--- src/rtl/i2s_rx_multi_if.sv ---
// Pin and result bundle for the multi-format I2S receiver.
// The slave side is the receiver; the master side drives the serial pins and reads the results.
interface i2s_rx_multi_if #(
  parameter int DATA_W     = 16,
  parameter int MAX_SLOT_W = 32
);
  localparam int CNT_W = $clog2(MAX_SLOT_W + 1);

  logic                     sck;
  logic                     ws;
  logic                     sd;
  logic [1:0]               fmt;
  logic signed [DATA_W-1:0] left_out;
  logic signed [DATA_W-1:0] right_out;
  logic                     sample_valid;
  logic [CNT_W-1:0]         slot_bits;
  logic                     frame_err;

  modport master (
    output sck, ws, sd, fmt,
    input  left_out, right_out, sample_valid, slot_bits, frame_err
  );

  modport slave (
    input  sck, ws, sd, fmt,
    output left_out, right_out, sample_valid, slot_bits, frame_err
  );
endinterface

--- src/rtl/i2s_rx_multi.sv ---
// Oversampling I2S / left-justified / right-justified stereo receiver with paired output strobe.
// Define I2S_RX_FRAME_CHECK_EN to enable the sticky left/right slot-length check on frame_err.
module i2s_rx_multi #(
  parameter int DATA_W      = 16,
  parameter int MAX_SLOT_W  = 32,
  parameter int SYNC_STAGES = 2
) (
  input logic           clk,
  input logic           rst,
  i2s_rx_multi_if.slave bus
);
  // state   | meaning
  // ST_IDLE | no edge event seen since reset, ws history invalid
  // ST_SYNC | ws history valid, waiting for first ws transition
  // ST_RUN  | armed: slots are decoded and closed

  localparam int CNT_W = $clog2(MAX_SLOT_W + 1);
  localparam int CAP_W = $clog2(DATA_W + 1);
  localparam logic [CNT_W-1:0] CNT_MAX  = CNT_W'(MAX_SLOT_W);
  localparam logic [CAP_W-1:0] CAP_FULL = CAP_W'(DATA_W);

  typedef enum logic [1:0] {ST_IDLE, ST_SYNC, ST_RUN} state_t;
  state_t state, state_nxt;

  logic [SYNC_STAGES-1:0] sck_sync, ws_sync, sd_sync;
  logic              sck_s, ws_s, sd_s, sck_d, ws_prev;
  logic              edge_ev, ws_trans, close_left, close_right;
  logic [1:0]        fmt_in, fmt_q;
  logic [DATA_W-1:0] shreg, hold, word, left_q, right_q;
  logic [CAP_W-1:0]  ncap;
  logic [CNT_W-1:0]  cnt, slot_cnt, bits_q;
  logic              left_ok, valid_q;

  assign sck_s    = sck_sync[SYNC_STAGES-1];
  assign ws_s     = ws_sync[SYNC_STAGES-1];
  assign sd_s     = sd_sync[SYNC_STAGES-1];
  assign edge_ev  = sck_s & ~sck_d;
  assign ws_trans = edge_ev & (state != ST_IDLE) & (ws_s != ws_prev);
  assign fmt_in   = (bus.fmt == 2'b11) ? 2'b00 : bus.fmt;
  assign slot_cnt = (cnt == CNT_MAX) ? CNT_MAX : cnt + 1'b1;

  // Justified formats capture MSB-first, so a short slot leaves the word right-aligned in shreg.
  always_comb begin
    word = shreg;
    if (fmt_q != 2'b10) word = shreg << (CAP_FULL - ncap);
  end

  always_ff @(posedge clk or posedge rst) begin
    if (rst) begin
      sck_sync <= '0;
      ws_sync  <= '0;
      sd_sync  <= '0;
      sck_d    <= 1'b0;
    end else begin
      sck_sync <= {sck_sync[SYNC_STAGES-2:0], bus.sck};
      ws_sync  <= {ws_sync[SYNC_STAGES-2:0], bus.ws};
      sd_sync  <= {sd_sync[SYNC_STAGES-2:0], bus.sd};
      sck_d    <= sck_s;
    end
  end

  always_ff @(posedge clk or posedge rst) begin
    if (rst) state <= ST_IDLE;
    else     state <= state_nxt;
  end

  always_comb begin
    state_nxt   = state;
    close_left  = 1'b0;
    close_right = 1'b0;
    case (state)
      ST_IDLE: if (edge_ev) state_nxt = ST_SYNC;
      ST_SYNC: if (ws_trans) state_nxt = ST_RUN;
      ST_RUN: begin
        close_left  = ws_trans & ~ws_prev;
        close_right = ws_trans & ws_prev;
      end
      default: state_nxt = ST_IDLE;
    endcase
  end

  always_ff @(posedge clk or posedge rst) begin
    if (rst) begin
      ws_prev <= 1'b0;
      fmt_q   <= 2'b00;
      cnt     <= '0;
      shreg   <= '0;
      ncap    <= '0;
    end else if (edge_ev) begin
      ws_prev <= ws_s;
      if (ws_trans) begin
        fmt_q <= fmt_in;
        cnt   <= '0;
        shreg <= (fmt_in == 2'b00) ? '0 : DATA_W'(sd_s);
        ncap  <= (fmt_in == 2'b00) ? '0 : CAP_W'(1);
      end else begin
        if (cnt != CNT_MAX) cnt <= cnt + 1'b1;
        // Right-justified keeps shifting so the last DATA_W bits win.
        if (fmt_q == 2'b10 || ncap != CAP_FULL) begin
          shreg <= {shreg[DATA_W-2:0], sd_s};
          if (ncap != CAP_FULL) ncap <= ncap + 1'b1;
        end
      end
    end
  end

  always_ff @(posedge clk or posedge rst) begin
    if (rst) begin
      hold    <= '0;
      left_ok <= 1'b0;
      left_q  <= '0;
      right_q <= '0;
      bits_q  <= '0;
      valid_q <= 1'b0;
    end else begin
      valid_q <= 1'b0;
      if (close_left) begin
        hold    <= word;
        left_ok <= 1'b1;
      end
      if (close_right) begin
        left_ok <= 1'b0;
        if (left_ok) begin
          left_q  <= hold;
          right_q <= word;
          bits_q  <= slot_cnt;
          valid_q <= 1'b1;
        end
      end
    end
  end

  assign bus.left_out     = left_q;
  assign bus.right_out    = right_q;
  assign bus.slot_bits    = bits_q;
  assign bus.sample_valid = valid_q;

`ifdef I2S_RX_FRAME_CHECK_EN
  logic [CNT_W-1:0] left_cnt;
  logic             err_q;

  always_ff @(posedge clk or posedge rst) begin
    if (rst) begin
      left_cnt <= '0;
      err_q    <= 1'b0;
    end else begin
      if (close_left) left_cnt <= slot_cnt;
      if (close_right && (!left_ok || left_cnt != slot_cnt)) err_q <= 1'b1;
    end
  end

  assign bus.frame_err = err_q;
`else
  assign bus.frame_err = 1'b0;
`endif

endmodule

--- src/flat_wrapper.sv ---
// flat-port wrapper written by rule: the top's interface ports become plain ports
module i2s_rx_multi_flat 
#(
  parameter int DATA_W      = 16,
  parameter int MAX_SLOT_W  = 32,
  parameter int SYNC_STAGES = 2
)
  (clk, rst, bus_sck, bus_ws, bus_sd, bus_fmt, bus_left_out, bus_right_out, bus_sample_valid, bus_slot_bits, bus_frame_err);
  i2s_rx_multi_if #(.DATA_W(DATA_W), .MAX_SLOT_W(MAX_SLOT_W)) bus_i ();
  input logic clk;
  input logic rst;
  input wire logic [$bits(bus_i.sck)-1:0] bus_sck;
  input wire logic [$bits(bus_i.ws)-1:0] bus_ws;
  input wire logic [$bits(bus_i.sd)-1:0] bus_sd;
  input wire logic [$bits(bus_i.fmt)-1:0] bus_fmt;
  output wire logic [$bits(bus_i.left_out)-1:0] bus_left_out;
  output wire logic [$bits(bus_i.right_out)-1:0] bus_right_out;
  output wire logic [$bits(bus_i.sample_valid)-1:0] bus_sample_valid;
  output wire logic [$bits(bus_i.slot_bits)-1:0] bus_slot_bits;
  output wire logic [$bits(bus_i.frame_err)-1:0] bus_frame_err;
  assign bus_i.sck = bus_sck;
  assign bus_i.ws = bus_ws;
  assign bus_i.sd = bus_sd;
  assign bus_i.fmt = bus_fmt;
  assign bus_left_out = bus_i.left_out;
  assign bus_right_out = bus_i.right_out;
  assign bus_sample_valid = bus_i.sample_valid;
  assign bus_slot_bits = bus_i.slot_bits;
  assign bus_frame_err = bus_i.frame_err;
  i2s_rx_multi #(.DATA_W(DATA_W), .MAX_SLOT_W(MAX_SLOT_W), .SYNC_STAGES(SYNC_STAGES)) u_core (.clk(clk), .rst(rst), .bus(bus_i));
endmodule
--- config.mk ---
export PLATFORM = sky130hd
export DESIGN_NAME = i2s_rx_multi_flat
export DESIGN_NICKNAME = d
export VERILOG_FILES = /design/src/rtl/i2s_rx_multi_if.sv /design/src/rtl/i2s_rx_multi.sv /design/src/flat_wrapper.sv
export SDC_FILE = /design/constraint.sdc
export NUM_CORES = 1
export LEC_CHECK = 0
export BUFFER_PORTS_ARGS = -buffer_cell sky130_fd_sc_hd__buf_2
export CAP_MARGIN = 20
export CORE_ASPECT_RATIO = 0.5
export CORE_MARGIN = 5
export CORE_UTILIZATION = 36
export DETAILED_ROUTE_END_ITERATION = 16
export SETUP_SLACK_MARGIN = 0.5
export SYNTH_ARGS = -nofsm -noshare
export SYNTH_HDL_FRONTEND = slang
export SYNTH_SLANG_ARGS = --single-unit
--- constraint.sdc ---
create_clock -name clk -period 6.99 [get_ports clk]
set_clock_uncertainty 0.1 [all_clocks]
set_input_delay 0.3495 -clock clk [delete_from_list [all_inputs] [get_ports clk]]
set_output_delay 0.3495 -clock clk [all_outputs]
set_load 0.02 [all_outputs]
# [After elaboration in Yosys (flattened, before gate mapping)]
# Index checks and enable logic that the tools add are counted.
# W data, S select, Z words.
[totals] in_bits=7 register_bits=95 elab_cells=74 output_inout_bits=40
[classes] reduce_logical=14 n_shift=1 eq_ne=11 n_bitwise=8 addsub=3 mux=21
[op_table] cell="$mux W16" n=3
[op_table] cell="$mux W6" n=3
[op_table] cell="$shl A16 B5 Y16" n=1
[op_table] cell="$mux W5" n=3
[op_table] cell="$reduce_bool A2 Y1" n=5
[op_table] cell="$mux W1" n=8
[op_table] cell="$reduce_and A2 Y1" n=4
[op_table] cell="$add A6 B1 Y6 const B" n=1
[op_table] cell="$eq A2 B2 Y1 const B" n=3
[op_table] cell="$eq A6 B6 Y1 const B" n=1
[op_table] cell="$mux W2" n=3
[op_table] cell="$ne A6 B6 Y1 const B" n=1
[op_table] cell="$pmux W2 S3" n=1
[op_table] cell="$reduce_and A3 Y1" n=2
[op_table] cell="$add A5 B1 Y5 const B" n=1
[op_table] cell="$and A1 B1 Y1" n=5
[op_table] cell="$ne A5 B5 Y1 const B" n=1
[op_table] cell="$sub A5 B5 Y5 const A" n=1
[op_table] cell="$logic_not A2 Y1" n=2
[op_table] cell="$ne A2 B1 Y1 const B" n=2
[op_table] cell="$not A1 Y1" n=3
[op_table] cell="$eq A2 B1 Y1 const B" n=1
[op_table] cell="$ne A2 B2 Y1 const B" n=1
[op_table] cell="$logic_or A1 B1 Y1" n=1
[op_table] cell="$ne A1 B1 Y1" n=1

# [Longest topological paths before layout]
[depth] word_depth=8 mapped_depth=13 ltp_nobuf=9

# [Least setup slack after synthesis]
# OpenSTA, ideal clock, no wires.
[synth_timing] kind="flip-flop to flip-flop" start="register u_core.ncap[0]" end="register u_core.right_q[4], in the netlist u_core.bus.right_out[4]" period_less_slack_ns=2.626 setup_time_ns=0.125 path_buffers=3 arrival_ns=2.401 path_slack_ns=4.364 path_stages_with_launch=11 required_time_ns=6.765 path_cell_list="dfrtp_1 buf_4 buf_2 inv_1 ha_1 clkinv_1 buf_2 and2_1 a222oi_1 o21ai_1 mux2_2"
[synth_via] elab_chain_len=3
[synth_lines] element="start: declaration" line_no="i2s_rx_multi.sv:30" rtl="logic [CAP_W-1:0] ncap;"
[synth_lines] element="start signal: assignment" line_no="i2s_rx_multi.sv:95" rtl="ncap <= (fmt_in == 2'b00) ? '0 : CAP_W'(1);"
[synth_lines] element="start signal: assignment" line_no="i2s_rx_multi.sv:101" rtl="if (ncap != CAP_FULL) ncap <= ncap + 1'b1;"
[synth_lines] element="$sub A5 B5 Y5" line_no="i2s_rx_multi.sv:45" rtl="if (fmt_q != 2'b10) word = shreg << (CAP_FULL - ncap);"
[synth_lines] element="$shl A16 B5 Y16" line_no="i2s_rx_multi.sv:45"
[synth_lines] element="$mux W16" line_no="i2s_rx_multi.sv:45"
[synth_lines] element="end signal: assignment" line_no="i2s_rx_multi.sv:125" rtl="right_q <= word;"
[synth_lines] element="end: declaration" line_no="i2s_rx_multi.sv:29" rtl="logic [DATA_W-1:0] shreg, hold, word, left_q, right_q;"
# No other way between the ends.
# A chain may end at the register's enable or synchronous reset.

# [Worst setup path in the final report]
[layout_timing] start="register u_core.ncap[0]" end="register u_core.right_q[13], in the netlist u_core.bus.right_out[13]"
# Same word-level chain as after synthesis.

==> impl.org <==
** Outcome
- Status :: finished, final reports clean

** Global route
- Global routing usage summed across all routing layers :: 0.142
- The number of global-route vias before repair was 3345.
- The initial antenna violation count was 0.
- For this run the aggregate overflow at the end of global routing stands at 0.
- The first global-routing pass estimated 17700 µm of wire.
- Largest net degree at the start of global routing :: 54

** Timing
- Setup total negative slack on the finished layout was measured at 0 ps.
- Maximum clock frequency :: 0.277 GHz
- Worst Max-Slew Pin Slew :: 1030 ps
- Hold violation count in the final report :: 0
- Final period demand of the worst path :: 3610 ps
- Dividing the final minimum period by the clock period gives 0.517.
- Final Max Slew Viols :: 0
- The worst pin sits at a relative slew slack of 0.311.
- Setup violations remaining at the end of the flow were counted as 0.
- Unrepaired setup endpoints after global routing :: false

** CTS
- For the worst-skew pair, the clock arrives at the later sink with an insertion delay of 340 ps.
- In this run, post-CTS hold repair placed 4 buffers.
- Postcts setup bufs :: 0
- Resized Gates After CTS :: 0
- Clk buf depth :: 2
- Register clock-pin slew on the reported worst setup and hold paths :: 70 ps
- Clock tree root buffer cell :: clkbuf_16
- TritonCTS built the clock tree.
- The number of clock buffers added by TritonCTS is 9.
- Clock Sinks :: 95
- CTS H-tree lvls :: 3

** Finish
- Fill cells in the final layout number 1244.
- For this run, the share of the core covered by cells in the final layout is 0.424.
- The final layout contains 525 nets.
- Commonest non-fill, non-tap cells in the layout :: nand2_1 (115), dfrtp_1 (95), buf_2 (45)
- 0 antenna diodes ended up in the layout.
- The area growth from synthesis to layout is 14.6%.
- Design Area, Final :: 0.00538 mm²
- Storage element area :: 0.00238 mm²
- In the final layout, the multi-input gates occupy 0.00215 mm².
- Of the cells placed in the final design, the portion with a size suffix greater than 1 is 0.213.
- The library cell used most frequently in the layout, excluding fill and tap cells, is nand2_1.

** Synth
- Top area cells in the synthesized netlist :: dfrtp_1 (51%), nand2_1 (9.2%), mux2_2 (5.5%)
- In the synthesized netlist the dominant register cell turns out to be dfrtp_1.
- Synthesized Nets :: 484
- Of the post-synthesis cell area, the dominant cell type holds 0.506.
- Mean post-synth cell area :: 9.99 µm²
- Mux contribution to synthesized area :: 0.118
- Counting flops and latches in the post-synthesis netlist gives 95.
- The synthesized-area fraction occupied by ao, oa, aoi and oai cells was 0.103.
- Yosys warns :: 0
- Counting flops with a built-in enable in the synthesized netlist gives 0.
- Adder and majority cell fraction of the synthesized area :: 0.0187
- Synthesis produced 470 cells.
- Of the total synthesized cell area, the portion taken by AND, OR, NAND and NOR gates is 0.188.
- FFs w/ async S/R, synth :: 1.00
- After synthesis, the largest family of logic cells by area is simple AND/OR/NAND/NOR gates.
- Post-Synthesis Cell Area :: 0.00469 mm²
- Of the total synthesized cell area, the portion taken by XOR and XNOR cells is 0.0280.
- Share of synthesized area occupied by flip-flops and latches :: 0.506
- Most area-hungry cell type in the Yosys netlist :: dfrtp_1
- Count of cell types in the netlist :: 58

** Worst setup path
- Capturing element type of the critical path :: flop
- Traced cell by cell, the critical path runs through inv_1 -> ha_1 -> clkinv_1 -> mux4_2 -> a22oi_1 -> o21ai_1 -> mux2_2.
- STA puts the critical path data required time at 7120 ps.
- In this run the critical register-to-register path is launched from u_core.ncap[0]$_DFFE_PP0P_.
- Slowest cell delay on critical path :: 1020 ps
- Along the worst path, the maximum fanout reaches 28.
- The worst register-to-register path ends at u_core.bus.right_out[13]$_DFFE_PP0P_.
- For this design, the slowest cell found on the critical path is dfrtp_1.
- The worst setup path is launched from a flop.
- The number of buffers and inverters on the critical path is 2.
- In this run the register-to-register setup slack is 3380 ps.
- Family with the most delay on the worst path :: flip-flops
- Number of cells on the critical path :: 7
- Crit path DAT :: 3750 ps
- Classification of the worst setup path :: flop to flop
- Reg2reg path depth :: 7

** Floorplanning
- Overall die width :: 171 µm
- 47 I/O pins were placed.
- The die covers 0.0156 mm².
- For this configuration, the core starts out at a cell density of 0.370.
- The core region is 0.0127 mm².
- From bottom edge to top edge, the die measures 90.7 µm.
- Site Rows :: 29

** Route
- The first TritonRoute pass finished after 4 iterations.
- The count of nets left with antenna violations once routing finished came out at 0.
- In the routed layout, each cell is associated on average with a via count of 5.01.
- DRC violations left :: 0
- Final wirelength :: 10500 µm
- Wire segments on met2 add up to 4290 µm in the final route.
- Routed wire per std cell :: 15.3 µm
- Total number of vias :: 3440
- DRT met1 WL :: 5560 µm
- Met3 wire length :: 543 µm
- The highest metal layer carrying signal wires in the routed design is met4.
- In this run, the number of DRC markers left after iteration 0 of detailed routing was 281.

** Power
- Maximum resistive drop on vdd :: 0.144 mV
- Power density over cell area :: 406 mW/mm²
- LEAKAGE :: 0.00262 µW

** Place
- Area of placed instances :: 0.00506 mm²
- Input/output buffers :: 45
- At the end of routability-driven placement, the weighted congestion stood at 0.887.
- Placed wire-length estimate :: 7300 µm

** Job
- The tool flagged a number of max-cap violations equal to 0.

** Hold path
- WHS Endpoint :: u_core.fmt_q[1]$_DFFE_PP0P_
- Min-Delay Path Class :: primary input to flop
- The startpoint identified for the worst hold timing path is bus_fmt[1].
- Number of cells traversed by the worst hold path :: 4
[cell type report]
type,instances,share of cell area
clock buffer,11,0.0433
clock inverter,5,0.00767
inverter,12,0.00884
multi-input combinational,337,0.399
sequential,95,0.442
tap,170,0.0395
timing repair buffer,56,0.0598
[logic make-up after synthesis]
family                   Yosys count
AND/OR/NAND/NOR                  205
adder cells (fa/ha/maj)            7
flip-flops                        95
other                              1
XOR/XNOR                          15
buffers and inverters             38
AO/OA/AOI/OAI                     69
multiplexers                      40
[cell usage after synthesis, types with 9 or more instances]
cell and count:
clkbuf_1 13, nand3_1 22, dfrtp_1 95, o21ai_0 9, mux4_2 10, nor2_1 40
a21oi_1 14, nand2_1 115, inv_1 10, mux2_2 23
[layer usage]
metal	vias up	GRT usage
met3	10	0.0350
met2	71	0.195
li1	1708	-
met4	0	0.0396
met5	-	0
met1	1651	0.219
[registers in the layout, indices dropped and copies added (netlist names)]
| name | flops |
|---|---|
| u_core.bus.left_out | 16 |
| u_core.sck_d | 1 |
| u_core.hold | 16 |
| u_core.bus.slot_bits | 6 |
| u_core.sck_sync | 2 |
| u_core.ncap | 5 |
| u_core.fmt_q | 2 |
| u_core.bus.right_out | 16 |
| u_core.cnt | 6 |
| u_core.bus.sample_valid | 1 |
| u_core.left_ok | 1 |
| u_core.shreg | 16 |
| u_core.ws_sync | 2 |
| u_core.state | 2 |
| u_core.sd_sync | 2 |
| u_core.ws_prev | 1 |
[worst reg2reg max path, cell delays in order (launching register included)]
cell,delay [ps]
dfrtp_1,1020
inv_1,190
ha_1,450
clkinv_1,530
mux4_2,650
a22oi_1,170
o21ai_1,120
mux2_2,280
[where the power goes]
group / internal (µW) / total [µW] / switching, µW
Sequential: 685 / 861 / 177
Clock: 245 / 460 / 215
Combinational: 385 / 862 / 477
[how the worst max path moves through the flow]
stage                                     from                                    to  slack (ps)
floorplan                                  rst    u_core.bus.left_out[0]$_DFFE_PP0P_        4060
global placement    u_core.ncap[0]$_DFFE_PP0P_  u_core.bus.right_out[13]$_DFFE_PP0P_        3450
detailed placement  u_core.ncap[0]$_DFFE_PP0P_  u_core.bus.right_out[13]$_DFFE_PP0P_        3380
CTS                 u_core.ncap[0]$_DFFE_PP0P_  u_core.bus.right_out[13]$_DFFE_PP0P_        3370
global route        u_core.ncap[0]$_DFFE_PP0P_  u_core.bus.right_out[13]$_DFFE_PP0P_        3050
finish              u_core.ncap[0]$_DFFE_PP0P_  u_core.bus.right_out[13]$_DFFE_PP0P_        3380
[through the flow]
| step | hold slack [ps] | setup WS, ps | cells | power (µW) |
|---|---|---|---|---|
| after floorplan | 231 | 4060 | 470 | 1520 |
| after global placement | 233 | 3450 | 664 | 1720 |
| after detailed placement | 235 | 3380 | 665 | 1720 |
| after CTS | 230 | 3370 | 685 | 2190 |
| after global routing | 264 | 3050 | 686 | 2330 |
| final | 239 | 3380 | 686 | 2180 |
Note: power is estimated with default switching activity, not from simulation.
